===== config.mk =====
export PLATFORM = sky130hd
export DESIGN_NAME = fios_operand_server
export DESIGN_NICKNAME = d
export VERILOG_FILES = /design/src/rtl/fios_opsrv_pkg.sv /design/src/rtl/fios_opsrv_wbuf.sv /design/src/rtl/fios_operand_server.sv
export SDC_FILE = /design/constraint.sdc
export NUM_CORES = 1
export LEC_CHECK = 0
export CAP_MARGIN = 20
export CORE_UTILIZATION = 55
export CTS_CLUSTER_SIZE = 12
export DETAILED_ROUTE_END_ITERATION = 10
export DONT_BUFFER_PORTS = 1
export PLACE_DENSITY = 0.81
export SETUP_SLACK_MARGIN = 0.3
export SYNTH_ARGS = -nofsm -noshare
export SYNTH_HDL_FRONTEND = slang
export SYNTH_SLANG_ARGS = --single-unit

===== constraint.sdc =====
create_clock -name clock_i -period 6.5 [get_ports clock_i]
set_input_delay 1.625 -clock clock_i [delete_from_list [all_inputs] [get_ports clock_i]]
set_output_delay 1.625 -clock clock_i [all_outputs]
set_load 0.1 [all_outputs]

===== src/rtl/fios_opsrv_pkg.sv =====
// Shared types and constants for the FIOS operand/result server.
package fios_opsrv_pkg;
  localparam int WORD_W = 17;

  localparam logic [1:0] SEL_A = 2'd0;
  localparam logic [1:0] SEL_B = 2'd1;
  localparam logic [1:0] SEL_P = 2'd2;

  typedef enum logic [1:0] {IDLE, START, RUN, DONE} opsrv_state_t;
endpackage


===== src/rtl/fios_opsrv_wbuf.sv =====
// s x WORD_W word buffer: one write port, one registered read port with enable.
module fios_opsrv_wbuf
  import fios_opsrv_pkg::*;
#(
  parameter int s  = 8,
  parameter int AW = $clog2(s)
) (
  input  logic              i_clk,
  input  logic              i_rst_n,
  input  logic              i_wr_en,
  input  logic [AW-1:0]     i_wr_addr,
  input  logic [WORD_W-1:0] i_wr_data,
  input  logic              i_rd_en,
  input  logic [AW-1:0]     i_rd_addr,
  output logic [WORD_W-1:0] o_rd_data
);
  logic [WORD_W-1:0] r_mem [s];
  logic [WORD_W-1:0] r_rd_data;

  always_ff @(posedge i_clk) begin
    if (i_wr_en) r_mem[i_wr_addr] <= i_wr_data;
  end

  always_ff @(posedge i_clk or negedge i_rst_n) begin
    if (!i_rst_n)     r_rd_data <= '0;
    else if (i_rd_en) r_rd_data <= r_mem[i_rd_addr];
  end

  assign o_rd_data = r_rd_data;
endmodule


===== src/rtl/fios_operand_server.sv =====
// Serves A window, B/P word streams and captures RES words for the FIOS core.
// Optional protocol checking (err_o) enabled by FIOS_OPSRV_PROTO_CHECK_EN.
module fios_operand_server
  import fios_opsrv_pkg::*;
#(
  parameter int s     = 8,
  parameter int PE_NB = 8,
  localparam int AW   = $clog2(s)
) (
  input  logic                    clock_i,
  input  logic                    reset_n_i,
  input  logic                    wr_en_i,
  input  logic [1:0]              wr_sel_i,
  input  logic [AW-1:0]           wr_addr_i,
  input  logic [WORD_W-1:0]       wr_data_i,
  input  logic                    go_i,
  input  logic [AW-1:0]           rd_addr_i,
  output logic [WORD_W-1:0]       rd_data_o,
  output logic                    busy_o,
  output logic                    res_valid_o,
  output logic                    err_o,
  output logic                    start_o,
  output logic [PE_NB*WORD_W-1:0] a_o,
  output logic [WORD_W-1:0]       b_o,
  output logic [WORD_W-1:0]       p_o,
  input  logic                    a_shift_i,
  input  logic                    b_fetch_i,
  input  logic                    p_fetch_i,
  input  logic                    RES_push_i,
  input  logic                    done_i,
  input  logic [WORD_W-1:0]       RES_i
);
  localparam int KMAX = (s + PE_NB - 1) / PE_NB;
  localparam int KW   = $clog2(KMAX + 1);
  localparam int RW   = $clog2(s + 1);

  opsrv_state_t              r_state, w_state_nxt;
  logic [AW-1:0]             r_bptr, w_bptr_nxt, r_pptr, w_pptr_nxt;
  logic [KW-1:0]             r_k, w_k_nxt;
  logic [RW-1:0]             r_rptr, w_rptr_nxt;
  logic [WORD_W-1:0]         r_amem [s];
  logic [PE_NB*WORD_W-1:0]   r_a_win, w_win_nxt;
  logic                      w_run, w_host_ok, w_go, w_push_ok, w_a_ld;

  assign w_run     = (r_state == RUN);
  assign w_host_ok = (r_state == IDLE) || (r_state == DONE);
  assign w_go      = go_i && w_host_ok;
  assign w_a_ld    = w_go || (w_run && a_shift_i);

  always_ff @(posedge clock_i or negedge reset_n_i) begin
    if (!reset_n_i) r_state <= IDLE;
    else            r_state <= w_state_nxt;
  end

  always_comb begin
    w_state_nxt = r_state;
    case (r_state)
      IDLE, DONE: if (w_go)   w_state_nxt = START;
      START:                  w_state_nxt = RUN;
      RUN:        if (done_i) w_state_nxt = DONE;
      default:                w_state_nxt = IDLE;
    endcase
  end

`ifdef FIOS_OPSRV_PROTO_CHECK_EN
  // Result pointer stops at s so an overflowing push is dropped and flagged.
  assign w_push_ok = w_run && RES_push_i && (r_rptr != RW'(s));
`else
  assign w_push_ok = w_run && RES_push_i;
`endif

  always_comb begin
    w_bptr_nxt = r_bptr;
    w_pptr_nxt = r_pptr;
    w_k_nxt    = r_k;
    w_rptr_nxt = r_rptr;
    if (w_go) begin
      w_bptr_nxt = '0;
      w_pptr_nxt = '0;
      w_k_nxt    = '0;
      w_rptr_nxt = '0;
    end else if (w_run) begin
      if (b_fetch_i)
        w_bptr_nxt = (r_bptr == AW'(s - 1)) ? '0 : r_bptr + AW'(1);
      if (p_fetch_i)
        w_pptr_nxt = (r_pptr == AW'(s - 1)) ? '0 : r_pptr + AW'(1);
      if (a_shift_i && (r_k != KW'(KMAX)))
        w_k_nxt = r_k + KW'(1);
`ifdef FIOS_OPSRV_PROTO_CHECK_EN
      if (w_push_ok)
        w_rptr_nxt = r_rptr + RW'(1);
`else
      if (w_push_ok)
        w_rptr_nxt = (r_rptr == RW'(s - 1)) ? '0 : r_rptr + RW'(1);
`endif
    end
  end

  always_ff @(posedge clock_i or negedge reset_n_i) begin
    if (!reset_n_i) begin
      r_bptr  <= '0;
      r_pptr  <= '0;
      r_k     <= '0;
      r_rptr  <= '0;
      r_a_win <= '0;
    end else begin
      r_bptr <= w_bptr_nxt;
      r_pptr <= w_pptr_nxt;
      r_k    <= w_k_nxt;
      r_rptr <= w_rptr_nxt;
      if (w_a_ld) r_a_win <= w_win_nxt;
    end
  end

  always_ff @(posedge clock_i) begin
    if (wr_en_i && w_host_ok && (wr_sel_i == SEL_A)) r_amem[wr_addr_i] <= wr_data_i;
  end

  // Window words past the end of A read as zero.
  always_comb begin
    w_win_nxt = '0;
    for (int j = 0; j < PE_NB; j++) begin
      if (int'(w_k_nxt) * PE_NB + j < s)
        w_win_nxt[j*WORD_W +: WORD_W] = r_amem[AW'(int'(w_k_nxt) * PE_NB + j)];
    end
  end

  // B/P read the next pointer so the word tracks the pointer with one register.
  fios_opsrv_wbuf #(.s(s), .AW(AW)) u_bbuf (
    .i_clk     (clock_i),
    .i_rst_n   (reset_n_i),
    .i_wr_en   (wr_en_i && w_host_ok && (wr_sel_i == SEL_B)),
    .i_wr_addr (wr_addr_i),
    .i_wr_data (wr_data_i),
    .i_rd_en   (w_go || (w_run && b_fetch_i)),
    .i_rd_addr (w_bptr_nxt),
    .o_rd_data (b_o)
  );

  fios_opsrv_wbuf #(.s(s), .AW(AW)) u_pbuf (
    .i_clk     (clock_i),
    .i_rst_n   (reset_n_i),
    .i_wr_en   (wr_en_i && w_host_ok && (wr_sel_i == SEL_P)),
    .i_wr_addr (wr_addr_i),
    .i_wr_data (wr_data_i),
    .i_rd_en   (w_go || (w_run && p_fetch_i)),
    .i_rd_addr (w_pptr_nxt),
    .o_rd_data (p_o)
  );

  fios_opsrv_wbuf #(.s(s), .AW(AW)) u_rbuf (
    .i_clk     (clock_i),
    .i_rst_n   (reset_n_i),
    .i_wr_en   (w_push_ok),
    .i_wr_addr (r_rptr[AW-1:0]),
    .i_wr_data (RES_i),
    .i_rd_en   (1'b1),
    .i_rd_addr (rd_addr_i),
    .o_rd_data (rd_data_o)
  );

`ifdef FIOS_OPSRV_PROTO_CHECK_EN
  logic r_err, w_err_set;

  assign w_err_set = (w_run && RES_push_i && (r_rptr == RW'(s))) ||
                     (w_run && done_i && (w_rptr_nxt != RW'(s))) ||
                     (!w_run && (a_shift_i || b_fetch_i || p_fetch_i || RES_push_i || done_i));

  always_ff @(posedge clock_i or negedge reset_n_i) begin
    if (!reset_n_i)     r_err <= 1'b0;
    else if (w_go)      r_err <= 1'b0;
    else if (w_err_set) r_err <= 1'b1;
  end

  assign err_o = r_err;
`else
  assign err_o = 1'b0;
`endif

  assign a_o         = r_a_win;
  assign start_o     = (r_state == START);
  assign busy_o      = (r_state == START) || (r_state == RUN);
  assign res_valid_o = (r_state == DONE);
endmodule


# Word level (Yosys, flattened, before mapping)

Memory sizes are Yosys's and may differ from the RTL's. A register that Yosys moved wholly into a read port is not among the register bits.
Index checks and enable logic that the tools add are counted.

Memory bits (writable): 544
Bits in registers: 149
Output and inout port bits: 191
Memories: 4
Logic and storage cells: 99

$lt $le $gt $ge: 8
Bitwise gates (word level): 1
Reductions and logical operators: 25
Equality and inequality tests: 10
Mux-type cells: 34
Add/subtract/negate cells: 11

Memories:

| name         | words | bits a word | rd ports | clocked after memory_dff | wr ports | RTL line                  | source |
|---|---|---|---|---|---|---|---|
| r_amem       | 8     | 17          | 8        | 0                        | 1        | fios_operand_server.sv:41 | `logic [WORD_W-1:0] r_amem [s];` |
| u_bbuf.r_mem | 8     | 17          | 1        | 1                        | 1        | fios_opsrv_wbuf.sv:17     | `logic [WORD_W-1:0] r_mem [s];` |
| u_pbuf.r_mem | 8     | 17          | 1        | 1                        | 1        | fios_opsrv_wbuf.sv:17     |  |
| u_rbuf.r_mem | 8     | 17          | 1        | 1                        | 1        | fios_opsrv_wbuf.sv:17     |  |

Operators with widths:

| kind                  | count |
|---|---|
| $lt A32 B5 Y1 const B | 7 |
| $mux W17              | 8 |
| $mux W3               | 8 |
| $add A4 B3 Y5 const B | 4 |
| $mux W4               | 4 |
| $mux W1               | 11 |
| $add A4 B2 Y5 const B | 2 |
| $logic_and A1 B1 Y1   | 10 |
| $add A3 B1 Y3 const B | 2 |
| $eq A2 B2 Y1 const B  | 3 |
| $eq A3 B3 Y1 const B  | 2 |
| $pmux W2 S3           | 1 |
| $add A4 B1 Y5 const B | 1 |
| $logic_or A1 B1 Y1    | 5 |
| $add A4 B1 Y4 const B | 1 |
| $eq A2 B1 Y1 const B  | 2 |
| $eq A4 B3 Y1 const B  | 1 |
| $logic_not A2 Y1      | 2 |
| $lt A4 B4 Y1 const B  | 1 |
| $mux W2               | 2 |
| $ne A2 B2 Y1 const B  | 2 |
| $reduce_and A2 Y1     | 2 |
| $reduce_bool A2 Y1    | 2 |
| $logic_not A1 Y1      | 3 |
| 3 further kinds       | 3 |

# Logic depth before layout (Yosys ltp)

Gate-level depths: netlist of run 1.

Word-level depth: 8
Depth in mapped cells: 11
Gate-level depth less buffers: 8

# By module

From an unflattened synthesis of run 1, not the netlist that was laid out.

Cells, all modules: 1562
Area, all modules: 27800.4 sq um

Modules (own cells, without submodules):

| module              | cells each | area an instance (sq um) | seq. area each (sq um) | instances |
|---|---|---|---|---|
| fios_opsrv_wbuf     | 344        | 6059.6                   | 4509.3                 | 3 |
| fios_operand_server | 530        | 9621.7                   | 7787.5                 | 1 |

# Worst setup path after synthesis of run 1

Ideal clock, no wire load.

Path type: in2reg
Start: in RES_push_i
End: mem u_rbuf.r_mem[0][0] (enable)
Stages on the path: 3
Path slack: 2.880 ns
Data required time: 6.088 ns
Data arrival time: 3.208 ns
Library setup time: 0.412 ns
Cell sequence: nand2_1 > or2_2 > nor3_1

Longest elaborated chain between the ends: 3

RTL lines:

| element                       | RTL line                  | source |
|---|---|---|
| start, declared               | fios_operand_server.sv:29 | `input logic RES_push_i,` |
| $logic_and A1 B1 Y1           | fios_operand_server.sv:69 | `assign w_push_ok = w_run && RES_push_i;` |
| $mux W1                       | fios_opsrv_wbuf.sv:21     | `if (i_wr_en) r_mem[i_wr_addr] <= i_wr_data;` |
| $mux W1 (not written as such) | fios_opsrv_wbuf.sv:21     |  |
| end, declared                 | fios_opsrv_wbuf.sv:17     |  |

Every way passes these cells.

# Worst setup path in the final report of run 1

Start: reg r_state[0]
End: out busy_o

Longest elaborated chain between the ends: 2
Elaborated cells on any way between the ends: 3
Classes of those cells: eq/ne (2); reduce/logical (1)

RTL lines:

| element                                      | RTL line                   | source |
|---|---|---|
| start, declared                              | fios_operand_server.sv:37  | `opsrv_state_t r_state, w_state_nxt;` |
| start signal, assigned                       | fios_operand_server.sv:52  | `else r_state <= w_state_nxt;` |
| $eq A2 B1 Y1 or $eq A2 B2 Y1 (tied branches) | fios_operand_server.sv:182 | `assign busy_o = (r_state == START) \|\| (r_state == RUN);` |
| $logic_or A1 B1 Y1 (*)                       | fios_operand_server.sv:182 |  |
| end, declared                                | fios_operand_server.sv:19  | `output logic busy_o,` |

Every way passes the cells marked *; elsewhere a longest branch is shown, timed or not.

==> results.py, run 1 <==
metrics = {
    "clock_network": {
        "cts-root-buf": "clkbuf_16",
        "ctsResizeCount": 0,
        "clock-sinks": 743,
        "cts_hold_repair.buffers": 0,
        "cts_made_buffers": 75,
        "tritoncts": "yes",
        "cts_buffer_depth": 3,
        "cts_setup_buffers": 0,
        "clock_latency_ns": 0.63,
        "clkTransAtPathRegs_ns": 0.06,
        "h-tree-depth": 3,
    },
    "synth": {
        "syn_nets": 1463,
        "seq_area_frac_synth": 0.7936,
        "synth_top_area_cell": "edfxtp_1",
        "ys.flop_type": "edfxtp_1",
        "syn_area_sq_um": 26860,
        "ys_seq_elements": 743,
        "synth_cell_types": 40,
        "syn_inst": 1403,
        "synth_top_area_frac": 0.6082,
        "synth.most_common_cell": "edfxtp_1",
        "ys_top_cells_by_area": "edfxtp_1 (61%), dfrtp_1 (19%), mux2i_1 (5.1%), a22o_1 (4.4%), mux4_2 (2.9%)",
        "yosysWarnings": 0,
        "synth-edff-count": 544,
        "async_flop_share": 0.2678,
        "ys_top_cells_by_count": "edfxtp_1 (544), dfrtp_1 (199), a22o_1 (136), mux2i_1 (136), nor2_1 (72)",
        "synth.avg_cell_area_sq_um": 19.15,
    },
    "timing": {
        "slew_headroom": 0.2707,
        "final.setup.tns_ns": 0,
        "max_freq_mhz": 265.6,
        "worst_slew_pin_slew_ns": 1.090,
        "finalHoldViolCount": 0,
        "slew_viol_final": 0,
        "period_share": 0.5792,
        "clock_skew_ns": 0.04161,
        "setup_viol_count_final": 0,
        "rsz0062_at_grt": "no",
        "fin_crit_ns": 3.765,
    },
    "global_routing": {
        "grtUsageTotal": 0.2483,
        "grt_first_pass_wirelength_um": 88910,
        "grt.overflow.total": 0,
        "grt_start_max_net_pins": 200,
        "grt_pass1_vias": 13436,
        "antenna_found_initial": 2,
    },
    "layout": {
        "drive_gt1_frac": 0.1429,
        "area_growth_pct": 12.15,
        "nNetsFinal": 1505,
        "utilization": 0.6283,
        "n_antenna_cell": 0,
        "nFillCells": 3143,
    },
    "drt": {
        "drt-vias-per-instance": 6.306,
        "wirelength_um": 61800,
        "first_pass_iters": 7,
        "drt-wirelength-per-cell_um": 29.15,
        "vias": 13369,
        "detail-route-antenna-nets": 0,
        "drc": 0,
        "drt_iter0_drc": 1444,
    },
    "outcome": {
        "status": "finished, final reports clean",
    },
    "hold_path": {
        "hold_path.class": "flip-flop to flip-flop",
        "min_from": "r_amem[3][6]",
    },
    "setup_path": {
        "end_kind": "output port",
        "crit_path_start_kind": "flip-flop",
        "crit_required_ns": 4.88,
        "cp_data_arrival_time_ns": 2.14,
        "path_max_fanout": 5,
        "crit_type": "flip-flop to output port",
        "crit_path_start": "r_state[0]",
        "rr_startpoint": "r_state[0]",
    },
    "floorplan": {
        "rows": 80,
        "die_h_um": 223.0,
        "pin_count": 242,
        "initial_utilization": 0.5602,
        "die_w_um": 223.0,
        "dieArea_sq_um": 49720,
        "core_sq_um": 47950,
    },
    "placed_design": {
        "portBuffers": 0,
        "gp_congestion": 0.7670,
        "dp_hpwl_um": 33560,
    },
    "run": {
        "cap_violations": 0,
    },
}
logic make-up after synthesis:
kind of cell | after synthesis | share of synthesized area
flops | 743 | 0.7936
fa+ha+maj | 9 | 0.004192
buf+inv | 85 | 0.01658
compound gates | 261 | 0.07975
other cells | 1 | 0.0001396
xor+xnor | 1 | 0.0003261
simple gates | 116 | 0.01914
mux | 187 | 0.08631
metrics by stage:
step / setup slack [ns] / hold slack (ns) / cells / instance area [sq um]
after floorplan: 2.880 / 0.4488 / 1403 / 26860
after global placement: 2.749 / 0.4506 / 1970 / 27530
after detailed placement: 2.740 / 0.4579 / 1971 / 27550
after CTS: 2.699 / 0.4423 / 2108 / 29910
after global routing: 2.651 / 0.4574 / 2120 / 30120
final: 2.735 / 0.4429 / 2120 / 30120
registers in the layout, summed over array words and instances (netlist names):
register	cells
u_bbuf.r_mem	136
u_bbuf.o_rd_data	17
r_amem	136
u_pbuf.o_rd_data	17
r_pptr	3
u_pbuf.r_mem	136
r_state	2
a_o	136
r_bptr	3
u_rbuf.r_mem	136
u_rbuf.o_rd_data	17
r_rptr	4
layout by cell type, fill, tap and decap left out, types with 3 or more instances in the layout:
master / instances
a21boi_1: 4
a21oi_1: 6
a22o_1: 136
a31oi_1: 35
and3_1: 4
buf_16: 4
buf_4: 25
buf_8: 7
bufinv_16: 3
clkbuf_1: 43
clkbuf_16: 75
clkbuf_8: 8
clkinv_8: 4
dfrtp_1: 199
edfxtp_1: 544
ha_1: 9
inv_1: 8
inv_2: 3
mux2_2: 17
mux2i_1: 136
mux4_2: 34
nand2_1: 17
nand2_2: 5
nand3_1: 4
nand3b_1: 3
nor2_1: 58
nor2_2: 13
o21ai_0: 3
o22a_1: 68
metal layers:
| metal | track usage | up-vias | part of all wire |
|---|---|---|---|
| li1 | - | 5653 | - |
| met2 | 0.4019 | 634 | 0.49 |
| met5 | 0 | - | 0 |
| met4 | 0.1026 | 0 | 0.037 |
| met3 | 0.08060 | 123 | 0.097 |
| met1 | 0.3103 | 6959 | 0.38 |
path summary, 6_finish.rpt:
check	to	slack, ns	depth (start not counted)
max	busy_o	2.74	3
min	a_o[57]	0.44	1
max reg2reg	a_o[100]	2.89	8
min reg2reg	a_o[57]	0.44	1
max in group asynchronous	r_state[0]	5.26	0
min in group asynchronous	u_rbuf.o_rd_data[2]	0.69	0
critical path: stages (launching register included):
cell,delay [ns]
dfrtp_1,0.42
inv_1,0.07
ha_1,0.36
inv_1,0.69
final cells by class:
| type | instances | area [sq um] | area share |
|---|---|---|---|
| Inverter | 11 | 41.29 | 0.001371 |
| Tap cell | 615 | 769.5 | 0.02554 |
| Multi-Input combinational cell | 575 | 5192 | 0.1724 |
| Clock inverter | 11 | 211.5 | 0.007019 |
| Timing Repair Buffer | 39 | 445.4 | 0.01479 |
| Clock buffer | 126 | 2148 | 0.07132 |
| Sequential cell | 743 | 21320 | 0.7076 |
Power of run 1 is not shown: default switching activity piles up to over one toggle a cycle in this logic, so the estimate is an artifact.
==> run 2: changes to the inputs <==
clock period = 3.8 ns   (was 6.5 ns; I/O delays follow)
==> run 2 against run 1 <==
Worst hold slack lost 0.41 ns; global-route usage grew 0.25 points; clock skew shrank 0.015 ns; critical path type unchanged; largest cell class unchanged.
==> results.py, run 2 (synthesized netlist as in run 1, its figures left out) <==
metrics = {
    "outcome": {
        "status": "finished, final reports clean",
    },
    "global_routing": {
        "grt_pass1_vias": 13748,
        "grtUsageTotal": 0.2509,
        "grt_start_max_net_pins": 191,
        "grt_util_met3": 0.07191,
        "grt.overflow.total": 0,
        "grt_first_pass_wirelength_um": 89730,
        "grt.met2_usage": 0.4056,
        "top_usage_layer": "met2",
        "antenna_found_initial": 3,
        "grtUsageMet1": 0.3158,
    },
    "drt": {
        "detail-route-antenna-nets": 0,
        "drt_iter0_drc": 1209,
        "drt-wirelength-per-cell_um": 29.16,
        "vias": 13468,
        "first_pass_iters": 5,
        "wirelength_um": 62000,
        "drc": 0,
        "drt-vias-per-instance": 6.335,
    },
    "floorplan": {
        "dieArea_sq_um": 49720,
        "pin_count": 242,
        "die_h_um": 223.0,
        "core_sq_um": 47950,
        "initial_utilization": 0.5602,
        "die_w_um": 223.0,
        "rows": 80,
    },
    "timing": {
        "clock_skew_ns": 0.02642,
        "slew_viol_final": 0,
        "finalHoldViolCount": 0,
        "period_share": 0.7592,
        "setup_viol_count_final": 0,
        "fin_crit_ns": 2.885,
        "final.setup.tns_ns": 0,
        "max_freq_mhz": 346.6,
        "worst_slew_pin_slew_ns": 1.064,
        "rsz0062_at_grt": "no",
        "slew_headroom": 0.2905,
    },
    "hold_path": {
        "hold_path.class": "primary input to asynchronous set/reset pin",
    },
    "setup_path": {
        "cp_top_family": "adder cells",
        "rr_startpoint": "r_state[0]",
        "cpPeakStageDelay_ns": 0.81,
        "crit_path_start": "r_state[1]",
        "path_max_fanout": 4,
        "crit_type": "flip-flop to output port",
        "path_cells": "inv_1 > ha_1",
        "end_kind": "output port",
        "cpMaxStageDelayCell": "ha_1",
        "crit_required_ns": 2.85,
        "cp_data_arrival_time_ns": 1.94,
        "worstPathBufferInverterCount": 1,
        "crit_path_start_kind": "flip-flop",
    },
    "layout": {
        "drive_gt1_frac": 0.1416,
        "utilization": 0.6255,
        "final_common_cell": "edfxtp_1",
        "multi_input_area_sq_um": 5160,
        "nFillCells": 3114,
        "area_growth_pct": 11.66,
        "seq_area_sq_um": 21320,
        "layout_common_cells": "edfxtp_1 (544), dfrtp_1 (199), a22o_1 (136), mux2i_1 (136), clkbuf_16 (77)",
        "nNetsFinal": 1511,
        "n_antenna_cell": 0,
    },
    "clock_network": {
        "ctsResizeCount": 0,
        "clkTransAtPathRegs_ns": 0.06,
        "cts_buffer_depth": 3,
        "cts_hold_repair.buffers": 1,
        "clock-sinks": 743,
        "clock_latency_ns": 0.62,
        "tritoncts": "yes",
        "h-tree-depth": 3,
        "cts_setup_buffers": 0,
        "cts_made_buffers": 75,
        "cts-root-buf": "clkbuf_16",
    },
    "placed_design": {
        "gp_congestion": 0.7746,
        "portBuffers": 0,
        "dp_hpwl_um": 34110,
    },
    "run": {
        "cap_violations": 0,
    },
}
## run 2: cell count changes in the layout (fill, tap and decap cells not counted), moves of 3 or more
| cell | change |
|---|---|
| nor2_2 | -8 |
| clkinv_2 | +7 |
| buf_12 | +4 |
| buf_16 | -3 |
| bufinv_16 | -3 |
| clkbuf_1 | -4 |
| buf_4 | +12 |
| buf_8 | -7 |
| nor2_1 | +8 |
## run 2: path summary, 6_finish.rpt
| kind | depth (start not counted) | slack (ns) | end |
|---|---|---|---|
| max in group asynchronous | 1 | 2.66 | u_rbuf.o_rd_data[14] |
| worst min-delay path | 0 | 0.03 | u_rbuf.o_rd_data[7] |
| worst max register to register | 9 | 0.96 | u_bbuf.o_rd_data[3] |
| worst min register to register | 1 | 0.47 | a_o[126] |
| worst max-delay path | 2 | 0.91 | start_o |
| min in group clock_i | 0 | 0.42 | u_rbuf.r_mem[2][7] |
## run 2: final cells by class
| type | count | share of cell area |
|---|---|---|
| sequential | 743 | 0.7107 |
| clock buffer | 124 | 0.07280 |
| multi-input combinational | 575 | 0.1720 |
| inverter | 11 | 0.001377 |
| clock inverter | 13 | 0.003254 |
| tap | 615 | 0.02566 |
| timing repair buffer | 45 | 0.01418 |
## run 2: routing by layer
metal / up-vias / wire length [um] / part of all wire
li1: 5659 / - / -
met1: 6968 / 23320 / 0.38
met2: 660 / 30310 / 0.49
met3: 181 / 5453 / 0.088
met4: 0 / 2915 / 0.047
met5: - / 0 / 0
## run 2: through the flow
stage	hold slack, ns	instances	worst slack [ns]	instance area, sq um
final	0.03098	2126	0.9150	29990
after global routing	-0.004548	2126	0.8432	29990
after global placement	0.4524	1986	1.159	27660
after detailed placement	0.4574	1987	1.043	27690
after floorplan	0.4488	1403	0.8547	26860
after CTS	0.0007907	2125	0.8816	29980
Power of run 2 is left out for the same reason.
